--- src/rtl/mem_arbiter.sv ---
// Single-port memory arbiter between instruction fetch and data access.
// Data wins by default; fetch is forced through after STARVE_MAX data grants.
module mem_arbiter #(
  parameter int unsigned STARVE_MAX = 4
) (
  input  logic        clk,
  input  logic        rst,
  input  logic        if_req,
  input  logic [31:0] if_addr,
  output logic [31:0] if_rdata,
  output logic        if_done,
  output logic        if_stall,
  input  logic        dm_req,
  input  logic        dm_we,
  input  logic [31:0] dm_addr,
  input  logic [31:0] dm_wdata,
  output logic [31:0] dm_rdata,
  output logic        dm_done,
  output logic        dm_stall,
  output logic [1:0]  proc2mem_cmd,
  output logic [31:0] proc2mem_addr,
  output logic [31:0] proc2mem_data,
  input  logic [31:0] mem2proc_data,
  input  logic        mem2proc_ready
);

  typedef enum logic [1:0] {IDLE, FETCH, DATA} state_t;

  state_t      state, state_nx;
  logic [31:0] addr_q, wdata_q, sel_addr;
  logic        we_q;
  logic [3:0]  starve_cnt;
  logic        starve_hit;

  assign starve_hit = (starve_cnt == 4'(STARVE_MAX));

  always_comb begin
    state_nx = state;
    case (state)
      IDLE: begin
        if (dm_req && !(if_req && starve_hit)) state_nx = DATA;
        else if (if_req)                       state_nx = FETCH;
      end
      FETCH, DATA: begin
        if (mem2proc_ready) state_nx = IDLE;
      end
      default: state_nx = IDLE;
    endcase
  end

  // Word-align by masking so every address bit is consumed.
  assign sel_addr = ((state_nx == FETCH) ? if_addr : dm_addr) & 32'hFFFF_FFFC;

  always_ff @(posedge clk or posedge rst) begin
    if (rst) begin
      state      <= IDLE;
      addr_q     <= '0;
      wdata_q    <= '0;
      we_q       <= 1'b0;
      starve_cnt <= '0;
    end else begin
      state <= state_nx;
      if (state == IDLE && state_nx != IDLE) begin
        addr_q  <= sel_addr;
        we_q    <= dm_we;
        wdata_q <= dm_wdata;
      end
      if (if_done)
        starve_cnt <= '0;
      else if (dm_done && if_req && !starve_hit)
        starve_cnt <= starve_cnt + 4'd1;
    end
  end

  always_comb begin
    if_done      = 1'b0;
    dm_done      = 1'b0;
    if_rdata     = '0;
    dm_rdata     = '0;
    proc2mem_cmd = 2'b00;
    case (state)
      FETCH: begin
        proc2mem_cmd = 2'b01;
        if (mem2proc_ready) begin
          if_done  = 1'b1;
          if_rdata = mem2proc_data;
        end
      end
      DATA: begin
        proc2mem_cmd = we_q ? 2'b10 : 2'b01;
        if (mem2proc_ready) begin
          dm_done = 1'b1;
          if (!we_q) dm_rdata = mem2proc_data;
        end
      end
      default: ;
    endcase
  end

  assign proc2mem_addr = addr_q;
  assign proc2mem_data = wdata_q;

  // Stalls are also forced low during reset so every output reads 0 while rst is high.
  assign if_stall = if_req & ~if_done & ~rst;
  assign dm_stall = dm_req & ~dm_done & ~rst;

endmodule
--- config.mk ---
export PLATFORM = sky130hd
export DESIGN_NAME = mem_arbiter
export DESIGN_NICKNAME = d
export VERILOG_FILES = /design/src/rtl/mem_arbiter.sv
export SDC_FILE = /design/constraint.sdc
export NUM_CORES = 1
export LEC_CHECK = 0
export ABC_AREA = 0
export CAP_MARGIN = 20
export CORE_UTILIZATION = 36
export CTS_CLUSTER_DIAMETER = 50
export DETAILED_ROUTE_END_ITERATION = 8
export PLACE_DENSITY = 0.9
export SLEW_MARGIN = 40
export SYNTH_ARGS = -nofsm -noshare
export SYNTH_HDL_FRONTEND = slang
export SYNTH_SLANG_ARGS = --single-unit
--- constraint.sdc ---
create_clock -name clk -period 3.1 [get_ports clk]
set_input_delay 0.775 -clock clk [delete_from_list [all_inputs] [get_ports clk]]
set_output_delay 0.775 -clock clk [all_outputs]
set_load 0.02 [all_outputs]
## Yosys cells after proc, flatten, opt, wreduce, memory -nomap -nowiden

Index checks and enable logic that the tools add are counted.

- Register bits after elaboration: 69
- Bits in latches: 0
- Bits in writable memories: 0
- Memory bits (read-only): 0
- Logic and storage cells: 45
- Memories kept: 0

- Add/sub/neg operators: 1
- Multiply operators: 0
- Div/mod/pow operators: 0
- Order comparisons: 0
- Equal/unequal tests: 4
- Shift-type cells: 0
- Mux-type cells: 17
- Bitwise logic cells: 7
- Reduce and logical (&&, ||, !) cells: 11

Operators by type and width:

| operator | count |
|---|---|
| two-way mux 32 bit | 6 |
| two-way mux 2 bit | 4 |
| two-way mux 4 bit | 2 |
| one-hot mux 2 bit (2 select lines) | 2 |
| logical AND 1 bit | 5 |
| adder 4 x 1 -> 4 bit, second input constant | 1 |
| AND 1 bit | 4 |
| == test 2 x 1 -> 1 bit, second input constant | 2 |
| == test 4 x 3 -> 1 bit, second input constant | 1 |
| nonzero test 2 bit | 2 |
| two-way mux 1 bit | 3 |
| inverter 1 bit | 3 |
| == test 2 bit, second input constant | 1 |
| logical NOT 1 bit | 2 |
| logical NOT 2 bit | 1 |
| OR reduction 2 bit | 1 |

## Depth between registers and ports, before layout

- Word-level depth: 8
- Mapped depth: 9
- Gate-level depth less buffers: 6

## Worst setup path after synthesis

Ideal clock, no wire load.

- Kind: input port to output port
- Start point: in mem2proc_ready
- End point: out if_stall
- Arrival: 1.674 ns
- Required time: 2.325 ns
- Path slack: 0.651 ns
- Cell stages on the path: 3
- Cells stage by stage: and2_1 > clkbuf_1 > nor3b_1

- Cells in the longest elaborated chain, start to end: 5

Ends and longest elaborated chain:

| what | RTL line | text |
|---|---|---|
| start: declaration | 24 | `input logic mem2proc_ready` |
| two-way mux 1 bit | 84 | `if (mem2proc_ready) begin` |
| two-way mux 1 bit | 81 | `case (state)` |
| named net if_done | 11 | `output logic if_done,` |
| inverter 1 bit | 104 | `assign if_stall = if_req & ~if_done & ~rst;` |
| AND 1 bit (2 in a row) | 104 |  |
| end: declaration | 12 | `output logic if_stall,` |

The timed path passes the listed nets, and every way through them passes these cells.

## Worst setup path after layout

- Start point: in mem2proc_ready
- End point: out if_rdata[19]

- Cells in the longest elaborated chain, start to end: 2

Ends and longest elaborated chain:

| what | RTL line | text |
|---|---|---|
| two-way mux 32 bit | 84 |  |
| two-way mux 32 bit | 81 |  |
| end: declaration | 10 | `output logic [31:0] if_rdata,` |

No other way between the ends.

==> impl_metrics.env <==
export IMPL_finalHoldViolations=0
export IMPL_multi_input_area_um2=1990
export IMPL_status="complete, no violations"
export IMPL_finalCritPeriodShare_pct=95.9
export IMPL_fp_dieH_um=107
export IMPL_whs_ns=0.515
export IMPL_ios=268
export IMPL_synth_top_area_share_pct=43.6
export IMPL_max_cap_violations=0
export IMPL_post_synth_top_count_cell="dfrtp_1"
export IMPL_first_global_vias=4311
export IMPL_rows=37
export IMPL_min_path_type="reg -> reg"
export IMPL_rsz0062_at_grt="no"
export IMPL_htree_levels=3
export IMPL_regArea_um2=1730
export IMPL_die_w_um=107
export IMPL_drtIter0Drc=212
export IMPL_syn_area_um2=3960
export IMPL_drtPass1Iterations=5
export IMPL_synth_main_ff_cell="dfrtp_1"
export IMPL_grt_remaining_overflow=0
export IMPL_clock_sinks=69
export IMPL_cts_clk_slew_worst_paths_ns=0.07
export IMPL_critical_path_max_fanout=33
export IMPL_worst_pin_slew_ns=0.646
export IMPL_startpoint_type="input pin"
export IMPL_dp_hpwl_mm=10.4
export IMPL_synth_top_cells_by_area="dfrtp_1 44%, and3_1 10%, mux2_4 10%"
export IMPL_power_density_nw_per_um2=941
export IMPL_antennaDiodeCount=0
export IMPL_cts_root_buf="clkbuf_8"
export IMPL_yosysUniqueCellTypes=34
export IMPL_synth_top_area_cell="dfrtp_1"
export IMPL_final_util_pct=66.6
export IMPL_drive_gt1_share_pct=12.9
export IMPL_final_nets=779
export IMPL_yosys_warnings=0
export IMPL_port_buffers=261
export IMPL_p_leak_uw=0.00350
export IMPL_end_kind="primary output"
export IMPL_clock_latency_ns=0.34
export IMPL_fin_total_pwr_uw=6580
export IMPL_peakVddDrop_mv=0.487
export IMPL_fin_crit_ns=2.97
export IMPL_required_ns=2.32
export IMPL_critical_path_class="in -> out"
export IMPL_async_flop_share_pct=100
export IMPL_place_ws_ns=-0.0658
export IMPL_syn_inst=390
export IMPL_fin_ws_ns=0.127
export IMPL_start_util_pct=37.7
export IMPL_antenna_found_initial=0
export IMPL_place_congestion=0.804
export IMPL_core_area_um2=10500
export IMPL_syn2layout_area_growth_pct=76.7
export IMPL_vias_per_cell=5.43
export IMPL_wl_per_cell_um=18.6
export IMPL_routed_wl_mm=14.5
export IMPL_ant_nets=0
export IMPL_die_area_um2=11400
export IMPL_nFillCells=786
export IMPL_ys_top_cells_by_count="69 x dfrtp_1, 66 x and3_1, 40 x clkbuf_1"
export IMPL_remaining_drc_errors=0
export IMPL_setup_violations=0
export IMPL_slew_headroom_pct=56.9
export IMPL_clockBufferDepth=2
export IMPL_grt_start_max_net_pins=34
export IMPL_drv_slew=0
export IMPL_synth_edff_count=0
export IMPL_cts_tree="done"
export IMPL_num_vias=4234
export IMPL_yosysSeqAreaShare_pct=43.6
export IMPL_cp_data_arrival_time_ns=2.20
export IMPL_cts_buffers=9
export IMPL_syn_area_per_cell_um2=10.2
export IMPL_timing_fmax_mhz=336
export IMPL_skew_ns=0.0115
export IMPL_cts_setup_buffers=0
export IMPL_track_usage_pct=24.4
export IMPL_synth_seq_cells=69
export IMPL_grt_pass1_wl_mm=21.9
power by group:
part           internal [uW]  switching, uW  total, uW
clock network            376            361        737
logic                   2020           2190       4200
registers               1360            275       1640
total                   3760           2820       6580
area by class of cell:
| type | count | share of cell area, % |
|---|---|---|
| multi-input cells | 266 | 28.5 |
| well taps | 136 | 2.43 |
| clock inverters | 7 | 1.07 |
| repair buffers | 286 | 41.1 |
| clock buffers | 9 | 1.77 |
| inverters | 7 | 0.376 |
| flip-flops and latches | 69 | 24.7 |
final timing paths:
kind | cells after the start | startpoint | endpoint | slack, ns
setup / recovery | 4 | mem2proc_ready | if_rdata[19] | 0.13
hold / removal | 1 | proc2mem_data[8] | proc2mem_data[8] | 0.51
setup reg to reg | 7 | state[1] | proc2mem_data[17] | 0.65
hold reg to reg | 1 | proc2mem_data[8] | proc2mem_data[8] | 0.51
max in group asynchronous | 3 | rst | proc2mem_addr[4] | 1.40
min in group asynchronous | 2 | rst | proc2mem_addr[27] | 0.90
timing repair:
action                     CTS  global route
setup endpoints to repair   64            22
hold endpoints to repair     0             0
pin swaps                    0             0
gates resized for setup     26            26
gates cloned                 1             1
hold buffers                 0             0
cell families after synthesis:
family          Yosys count  share of synthesized area [%]
simple gates            153                           22.8
buf+inv                  56                           6.83
other cells               1                         0.0947
mux                      34                           12.2
compound gates           68                           11.9
fa+ha+maj                 6                           1.90
xor+xnor                  3                          0.664
flops                    69                           43.6
placed cells by master, fill, tap and decap left out, types with 2 or more instances in the layout:
cell	count
mux2_4	27
dlymetal6s2s_1	21
o31ai_1	30
clkbuf_8	9
a31oi_1	30
nor2_1	7
conb_1	2
dlygate4sd2_1	26
o21a_1	2
nor3_1	31
xor2_1	2
dfrtp_1	69
nor3b_1	2
nand4_1	32
mux2_2	6
a21oi_1	2
clkinv_4	3
clkinv_2	2
buf_4	20
ha_1	6
buf_6	2
and3_1	66
nor2b_1	2
inv_1	6
buf_12	2
clkdlybuf4s50_1	214
and2_1	3
metrics by stage:
step	instances	cell area (um2)	setup TNS, ns
after floorplan	391	3960	0
after global placement	762	6730	0
after detailed placement	762	6730	-1.52
after CTS	779	6920	0
after global routing	780	6990	0
final	780	6990	0
worst max-delay path, stage by stage:
cell             delay (ns)
dlygate4sd2_1          0.31
bufbuf_16              0.35
and3_1                 0.15
clkdlybuf4s50_1        0.60
layer usage:
metal  global-route usage, %  wire, um  vias to the layer above
met3                    5.65       967                       23
li1                        -         -                     1967
met5                       0         0                        -
met4                    6.36       181                        0
met1                    28.3      5710                     2038
met2                    44.8      7660                      206
sequential cells by signal, indices dropped and copies added (netlist names):
register       flops
starve_cnt         4
proc2mem_data     32
we_q               1
state              2
proc2mem_addr     30
No activity file was read; power rests on OpenSTA's default activity.
